==> src/rtl/alu_mult_seq.sv <==
// alu_mult_seq
// Sequential unsigned 32x32 -> 64 bit shift-and-add multiplier that borrows a
// shared 32-bit adder instead of owning one. Each granted cycle in RUN retires
// one multiplier bit. The HI/LO pair shifts right while partial sums are
// accumulated into HI.
//
// Ports
//   clk      : single clock, all state changes on the rising edge
//   rst_n    : synchronous active-low reset
//   start    : begin a multiply (honoured only in IDLE)
//   mcand    : multiplicand, captured on an accepted start
//   mplier   : multiplier, captured on an accepted start
//   busy     : high while iterating (RUN)
//   done     : one-cycle pulse when the product is complete (DONE)
//   hi, lo   : upper / lower 32 bits of the product register
//   alu_req  : request for the shared ALU, high throughout RUN
//   alu_gnt  : ALU granted this cycle; without it RUN stalls
//   alu_a    : ALU operand a (HI register)
//   alu_b    : ALU operand b (M register)
//   alu_ctr  : ALU control, always add (3'b010)
//   alu_res  : ALU result a+b, combinational from alu_a/alu_b
module alu_mult_seq #(
  parameter int WIDTH = 32
) (
  input  logic             clk,
  input  logic             rst_n,
  input  logic             start,
  input  logic [WIDTH-1:0] mcand,
  input  logic [WIDTH-1:0] mplier,
  output logic             busy,
  output logic             done,
  output logic [WIDTH-1:0] hi,
  output logic [WIDTH-1:0] lo,
  output logic             alu_req,
  input  logic             alu_gnt,
  output logic [WIDTH-1:0] alu_a,
  output logic [WIDTH-1:0] alu_b,
  output logic [2:0]       alu_ctr,
  input  logic [WIDTH-1:0] alu_res
);

  typedef enum logic [1:0] {
    IDLE = 2'd0,
    RUN  = 2'd1,
    DONE = 2'd2
  } state_t;

  state_t           state_q, state_d;
  logic [WIDTH-1:0] hi_q, lo_q, m_q;
  logic [5:0]       cnt_q;
  logic             iterate;
  logic             carry;

  // The shared ALU only returns a 32-bit sum, so the carry out of HI+M is
  // rebuilt from the operand MSBs and the result MSB: a carry occurs when both
  // MSBs are set, or when exactly one is set and the sum MSB came out clear.
  assign carry = (hi_q[WIDTH-1] & m_q[WIDTH-1]) |
                 ((hi_q[WIDTH-1] | m_q[WIDTH-1]) & ~alu_res[WIDTH-1]);

  // State register.
  always_ff @(posedge clk) begin
    if (!rst_n) begin
      state_q <= IDLE;
    end else begin
      state_q <= state_d;
    end
  end

  // Next-state and control outputs. RUN leaves after the granted iteration
  // that retires the last multiplier bit (counter moving from 31 to 32).
  always_comb begin
    state_d = state_q;
    busy    = 1'b0;
    done    = 1'b0;
    alu_req = 1'b0;
    iterate = 1'b0;
    case (state_q)
      IDLE: begin
        if (start) begin
          state_d = RUN;
        end
      end
      RUN: begin
        busy    = 1'b1;
        alu_req = 1'b1;
        iterate = alu_gnt;
        if (alu_gnt && (cnt_q == 6'(WIDTH - 1))) begin
          state_d = DONE;
        end
      end
      DONE: begin
        done    = 1'b1;
        state_d = IDLE;
      end
      default: begin
        state_d = IDLE;
      end
    endcase
  end

  // Datapath. A set LO[0] adds M into HI (with the rebuilt carry shifted in at
  // the top); a clear LO[0] just shifts. Either way one bit of HI drops into
  // the top of LO and the consumed multiplier bit falls off the bottom.
  always_ff @(posedge clk) begin
    if (!rst_n) begin
      hi_q  <= '0;
      lo_q  <= '0;
      m_q   <= '0;
      cnt_q <= '0;
    end else if (state_q == IDLE && start) begin
      hi_q  <= '0;
      lo_q  <= mplier;
      m_q   <= mcand;
      cnt_q <= '0;
    end else if (iterate) begin
      if (lo_q[0]) begin
        hi_q <= {carry, alu_res[WIDTH-1:1]};
        lo_q <= {alu_res[0], lo_q[WIDTH-1:1]};
      end else begin
        hi_q <= {1'b0, hi_q[WIDTH-1:1]};
        lo_q <= {hi_q[0], lo_q[WIDTH-1:1]};
      end
      cnt_q <= cnt_q + 6'd1;
    end
  end

  assign hi      = hi_q;
  assign lo      = lo_q;
  assign alu_a   = hi_q;
  assign alu_b   = m_q;
  assign alu_ctr = 3'b010;

endmodule

==> config.mk <==
export PLATFORM = sky130hd
export DESIGN_NAME = alu_mult_seq
export DESIGN_NICKNAME = d
export VERILOG_FILES = /design/src/rtl/alu_mult_seq.sv
export SDC_FILE = /design/constraint.sdc
export NUM_CORES = 1
export LEC_CHECK = 0
export ABC_CLOCK_PERIOD_IN_PS = 2550
export CAP_MARGIN = 20
export CELL_PAD_IN_SITES_DETAIL_PLACEMENT = 1
export CELL_PAD_IN_SITES_GLOBAL_PLACEMENT = 2
export CORE_UTILIZATION = 24
export CTS_BUF_LIST = sky130_fd_sc_hd__clkbuf_4 sky130_fd_sc_hd__clkbuf_8 sky130_fd_sc_hd__clkbuf_16
export CTS_CLUSTER_SIZE = 24
export DETAILED_ROUTE_END_ITERATION = 12
export PLACE_DENSITY = 0.94
export SYNTH_ARGS = -nofsm -noshare
export SYNTH_HDL_FRONTEND = slang
export SYNTH_SLANG_ARGS = --single-unit
==> constraint.sdc <==
create_clock -name clk -period 2.55 [get_ports clk]
set_input_delay 0.255 -clock clk [delete_from_list [all_inputs] [get_ports clk]]
set_output_delay 0.255 -clock clk [all_outputs]
set_load 0.03 [all_outputs]
==> flow_metrics.py, run 1 <==
metrics = {
    "detailed_routing": {
        "drt_wl_total_um": 15100,
        "route.detailed.drc": 0,
        "first_pass_iters": 4,
        "first_iter_violations": 139,
        "post_drt_wl_per_cell_um": 16.3,
        "drt-vias-per-instance": 4.74,
        "ant_nets": 0,
        "via_count": 4382,
    },
    "layout": {
        "diodes": 0,
        "nFillCells": 2136,
        "drive_above_1_share_pct": 5.50,
        "fin_util_pct": 38.1,
        "area_growth_pct": 54.8,
        "fin_nets": 787,
        "final_cells": 925,
    },
    "floorplan": {
        "die_w_um": 141,
        "initial_core_util_pct": 24.6,
        "ios": 234,
        "design.die.area_mm2": 0.0198,
        "num_rows": 50,
        "die_h_um": 141,
        "core_mm2": 0.0188,
    },
    "pwr": {
        "p_int_uw": 3060,
        "p_comb_share_pct": 24.1,
        "p_seq_share_pct": 42.1,
        "p_sw_uw": 1280,
        "peakVddDrop_mv": 0.307,
        "p_clk_share_pct": 33.8,
        "power_leakage_uw": 0.00245,
        "powerDensity_mw_per_mm2": 606,
        "netSwitchingFraction_pct": 29.4,
    },
    "yosys": {
        "synth_commonest_cells": "dfxtp_1, nand2_1, nor2_1, buf_4, nor3_1",
        "synth.most_common_cell": "dfxtp_1",
        "syn-cell-area_mm2": 0.00462,
        "synth_seq_cells": 104,
        "synth.avg_cell_area_um2": 9.04,
        "ys_types": 36,
        "yosysWarnings": 0,
        "ys.flop_type": "dfxtp_1",
        "synthCells": 511,
        "synthTopCellsByArea": "dfxtp_1, mux2i_1, buf_4",
        "async_flop_share_pct": 0,
        "synth-edff-count": 0,
        "ys_seq_area_share_pct": 45.1,
        "yosysTopAreaCellShare_pct": 45.1,
        "synth_top_area_cell": "dfxtp_1",
    },
    "run_status": {
        "outcome": "completed",
    },
    "placed_design": {
        "port_buffers": 230,
        "pre_cts_ws_ns": 0.477,
        "place.gp.congestion": 0.722,
        "placed_cells": 909,
        "post-dp-hpwl_um": 10800,
    },
    "global_route": {
        "track_usage_pct": 15.3,
        "grt_max_degree": 65,
        "grt_pass1_vias": 4376,
        "grt_remaining_overflow": 0,
        "grt_pass1_wl_um": 23900,
        "grt_antenna_before_repair": 1,
    },
    "cts": {
        "post_cts_buffers": 0,
        "ctsHoldBuffers": 0,
        "htree_levels": 3,
        "clock_sink_count": 104,
        "path_clk_slew_ns": 0.07,
        "post_cts_resized": 0,
        "cts-root-buf": "clkbuf_16",
        "clk_path_buf_depth": 2,
        "cts_made_buffers": 9,
        "cts_tree": "built",
        "clkLatencyLatePin_ns": 0.34,
    },
    "timing": {
        "final_max_slew_viol_count": 0,
        "fmax_ghz": 0.448,
        "rsz0062_at_grt": "no",
        "fin_crit_sh_pct": 87.6,
        "setup-violations-final": 0,
        "fin_setup_tns_ns": 0,
        "finClkSkew_ns": 0.00795,
        "worstMarginPinSlew_ns": 0.549,
        "layout_setup_ws_ns": 0.317,
        "min_period_ns": 2.23,
        "max_slew_margin_pct": 63.4,
        "hold_violations": 0,
    },
    "setup_path": {
        "max_stage_delay_ns": 0.74,
        "endpoint_kind": "primary output",
        "critPathMaxFanout": 7,
        "path_cells": "nor2b_1, clkdlybuf4s50_1",
        "worstPathRequired_ns": 2.30,
        "path_class": "flop to primary output",
        "cp.arrival_ns": 1.98,
        "start_kind": "flop",
        "crit_buf_inv": 1,
        "critPathTopFamily": "buffers and inverters",
        "crit_path_top_delay_cell": "clkdlybuf4s50_1",
    },
    "hold_path": {
        "hp-class": "primary input to flop",
    },
    "flow_run": {
        "max_cap_violations": 0,
    },
}
state kept, by name (all words and copies together), names as in the netlist:
signal / count
alu_a: 32
alu_b: 32
cnt_q: 6
lo: 32
state_q: 2
cells in the final DEF, fill, tap and decap left out, types with 2 or more instances in the layout:
cell,count
nand4b_1,2
nor2b_1,4
a21boi_1,2
nand3_1,2
dfxtp_1,103
buf_4,8
buf_12,5
clkbuf_8,3
mux2i_1,32
clkbuf_16,9
nand2_1,70
nor2_1,64
a211oi_1,32
conb_1,3
o21ai_0,3
o31ai_1,2
clkdlybuf4s50_1,229
a21boi_0,30
o221ai_1,31
nor3_1,33
a21oi_1,3
power groups by stage:
stage          Clock (uW)  Sequential (uW)  Combinational, uW
6_report             1470             1830               1040
2_1_floorplan           0             2030                422
5_1_grt              1600             1840               1110
4_1_cts              1530             1830               1060
3_3_place_gp            0             1860               1040
3_5_place_dp            0             1860               1050
metrics by stage:
| stage | hold slack, ns | area, um2 | power, uW |
|---|---|---|---|
| finish | 0.437 | 7150 | 4330 |
| global route | 0.451 | 7150 | 4560 |
| CTS | 0.445 | 7150 | 4420 |
| detailed placement | 0.448 | 6840 | 2920 |
| global placement | 0.442 | 6840 | 2900 |
| floorplan | 0.390 | 4620 | 2450 |
logic make-up (layout without fill, tap and decap cells):
family                   after synthesis  count (layout)  synth area share (%)
AO/OA/AOI/OAI                        107             107                  18.1
XOR/XNOR                               2               2                 0.379
adder cells (fa/ha/maj)                1               1                 0.271
buffers and inverters                 80             259                  11.9
flip-flops                           104             104                  45.1
multiplexers                          32              32                  6.93
other                                  2               3                 0.163
AND/OR/NAND/NOR                      183             183                  17.2
final timing paths:
| path | start | endpoint | slack (ns) | depth (start not counted) |
|---|---|---|---|---|
| setup / recovery | state_q[0] | busy | 0.32 | 2 |
| hold / removal | rst_n | alu_b[12] | 0.44 | 2 |
| setup reg to reg | state_q[0] | alu_a[22] | 0.77 | 4 |
| hold reg to reg | alu_b[16] | alu_b[16] | 0.46 | 2 |
area by class of cell:
class / instances / area (um2) / share of cell area (%)
well taps: 234 / 293 / 4.09
repair buffers: 243 / 2460 / 34.4
flip-flops and latches: 104 / 2080 / 29.1
clock buffers: 12 / 267 / 3.73
clock inverters: 4 / 51.3 / 0.717
multi-input cells: 328 / 2000 / 28.0
layer usage:
| metal | GRT usage (%) | share of wire, % |
|---|---|---|
| met1 | 19.3 | 45 |
| met2 | 25.4 | 46 |
| met3 | 4.01 | 6.8 |
| met4 | 5.09 | 1.3 |
| met5 | 0 | 0 |
worst reg2reg max path, delay by kind of cell, from the launching register on:
kind | cells | cell delay [ns]
flip-flops | 1 | 0.53
buffers and inverters | 1 | 0.33
AND/OR/NAND/NOR | 2 | 0.58
AO/OA/AOI/OAI | 1 | 0.24
Power figures use the tool's default switching activity.
==> inputs of run 2 (changes only) <==
--- a/config.mk
+++ b/config.mk
@@ -6,7 +6,6 @@
 export NUM_CORES = 1
 export LEC_CHECK = 0
 export ABC_CLOCK_PERIOD_IN_PS = 2550
-export CAP_MARGIN = 20
 export CELL_PAD_IN_SITES_DETAIL_PLACEMENT = 1
 export CELL_PAD_IN_SITES_GLOBAL_PLACEMENT = 2
 export CORE_UTILIZATION = 24
==> results of run 2 <==
The final DEF is identical to that of run 1; final timing and power are the same.
==> inputs of run 3 (changes only) <==
--- a/config.mk
+++ b/config.mk
@@ -6,10 +6,12 @@
 export NUM_CORES = 1
 export LEC_CHECK = 0
 export ABC_CLOCK_PERIOD_IN_PS = 2550
+export CAP_MARGIN = 20
 export CELL_PAD_IN_SITES_DETAIL_PLACEMENT = 1
 export CELL_PAD_IN_SITES_GLOBAL_PLACEMENT = 2
 export CORE_UTILIZATION = 24
 export CTS_BUF_LIST = sky130_fd_sc_hd__clkbuf_4 sky130_fd_sc_hd__clkbuf_8 sky130_fd_sc_hd__clkbuf_16
+export CTS_CLUSTER_DIAMETER = 80
 export CTS_CLUSTER_SIZE = 24
 export DETAILED_ROUTE_END_ITERATION = 12
 export PLACE_DENSITY = 0.94
==> results of run 3 <==
The final DEF is identical to that of run 1; final timing and power are the same.
==> patch (flow settings as in run 1) <==
Encoding of `state_t`: now one-hot (3 bits for 3 states).
--- a/src/rtl/alu_mult_seq.sv
+++ b/src/rtl/alu_mult_seq.sv
@@ -40,8 +40,8 @@
 );
 
-  typedef enum logic [1:0] {
-    IDLE = 2'd0,
-    RUN  = 2'd1,
-    DONE = 2'd2
+  typedef enum logic [2:0] {
+    IDLE = 3'b001,
+    RUN  = 3'b010,
+    DONE = 3'b100
   } state_t;
 
Formal check against the unedited RTL: no difference found for any inputs over 10 cycles, from zero or initial values and one cycle with rst_n low; not proved beyond that.
==> patch against run 1 <==
Synthesized area grew 2.5%. Sequential share of layout area shrank 0.46 points. Register-to-register slack lost 0.02 ns. Clock skew grew 0.00097 ns. Routed wire length grew 2.5%. Power shrank 4.4%. Sequential cell count grew 1. Design area grew 2.6%. Utilization shrank 0.28 points. Worst setup slack gained 0.018 ns. Global-route usage shrank 0.32 points. Critical path type unchanged. Largest cell class unchanged.
==> patch: results (changes against run 1) <==
Outcome
  – Outcome: finished clean

Logic synthesis
  – Share of the yosys chip area belonging to registers: 44.4% (-0.67 points)
  – Cell variety after synth: 35 (-2.8%)
  – Most common flop cell mapped by yosys: dfxtp_1
  – Post-synth top cells: 105 x dfxtp_1, 71 x nand2_1, 63 x nor2_1
  – Async set or reset register ratio after synthesis: 0% (unchanged)
  – Top cells by area, synth: dfxtp_1 44%, mux2i_1 6.8%, buf_4 6.5%
  – Yosys Warn Count: 0 (unchanged)

Power
  – Pleak: 2.44 nW (-0.68%)
  – Max VDD drop: 0.376 mV (+23%)

Place
  – Routability congestion estimate: 0.720 (-0.19%)
  – DP Wirelength: 11,000 um (+1.6%)
  – DP Area: 0.00704 mm^2 (+3.0%)

Layout
  – Net count, final: 795 (+1.0%)
  – Layout cells sized above 1: 8.30% (+2.8 points)

Clock network
  – Clock transition at the registers of the reported paths: 0.07 ns (about the same)
  – Root buffer cell: clkbuf_16
  – Clk buf depth: 2 (unchanged)
  – Worst skew pair latency: 0.35 ns
  – H-tree depth: 3 (unchanged)
  – Resize count post-CTS: 0 (unchanged)
  – CTS buffer count: 9 (unchanged)
  – # Post-CTS Setup Buffers: 0 (unchanged)

Detailed routing
  – Vias post-DR: 4,412 (+0.68%)
  – First drt pass iteration count: 4 (unchanged)
  – DRT iter0 DRCs: 109 (-22%)
  – WL per Instance: 16.1 um (-1.7%)

GRT
  – Pin count of the biggest net entering global routing: 44 (-32%)
  – First-pass GRT wire length: 23,700 um (-0.98%)
  – Vias in the first global route: 4,292 (-1.9%)
  – Gr usage total: 15.0% (-0.32 points)
  – Initial antenna violation count: 1 (unchanged)

Timing
  – Worst slew margin: 62.4% (-0.97 points)
  – Setup Skew: 0.00893 ns (+0.000971 ns)

Worst hold path
  – Hold Path Class: input port to flip-flop

Critical path
  – Crit path DAT: 1.96 ns (-0.02 ns)
  – Max FO, Critical Path: 8 (+1)
## patch: worst max-delay path, stage by stage, from the launching register on
cell,delay [ns]
dfxtp_1,0.57
nor3b_1,0.23
buf_4,0.16
clkdlybuf4s50_1,0.66
## patch: routing by layer
layer  GRT usage (%)  routed length (um)  vias to the layer above
met5               0                   0                        -
met4            5.32                 197                        0
met3            5.15                1310                       13
met2            25.0                7300                      151
met1            17.8                6680                     2109
li1                -                   -                     2139
## patch: final cells by class
cell class	instances	area, um^2
fillers	2270	12100
repair buffers	244	2440
multi-input cells	332	2160
flip-flops and latches	105	2100
well taps	265	332
clock buffers	10	239
clock inverters	6	57.6
inverters	2	7.51
diodes	1	2.50
## patch: path summary, 6_finish.rpt
check,start,endpoint,slack (ns),depth (start not counted)
min,rst_n,state_q[0],0.39,2
max reg2reg,state_q[1],alu_b[25],0.75,5
max,state_q[1],busy,0.33,3
min reg2reg,alu_b[27],alu_b[27],0.45,2
## patch: logic make-up (layout without fill, tap and decap cells)
family                   after synthesis  in the layout  share of synthesized area [%]
buffers and inverters                 82            262                           10.9
AND/OR/NAND/NOR                      185            185                           17.3
other                                  2              4                          0.159
flip-flops                           105            105                           44.4
multiplexers                          32             32                           6.76
adder cells (fa/ha/maj)                1              1                          0.264
XOR/XNOR                               1              1                          0.185
AO/OA/AOI/OAI                        110            110                           20.0
## patch: report_power, final
group	internal (mW)	total, mW	switching (mW)
Combinational	0.430	0.911	0.481
Sequential	1.73	1.80	0.0728
Clock	0.783	1.43	0.644
Total	2.94	4.14	1.20
## patch: through the flow
stage | hold WS [ns] | worst slack, ns | total power, mW | utilization [%] | cells
2_1_floorplan | 0.390 | 0.635 | 2.33 | - | 519
3_3_place_gp | 0.440 | 0.620 | 2.75 | 36.3 | 948
3_5_place_dp | 0.447 | 0.537 | 2.76 | 36.3 | 948
4_1_cts | 0.395 | 0.282 | 4.22 | 37.8 | 964
5_1_grt | 0.419 | 0.202 | 4.34 | 37.8 | 965
6_report | 0.393 | 0.335 | 4.14 | 37.8 | 965
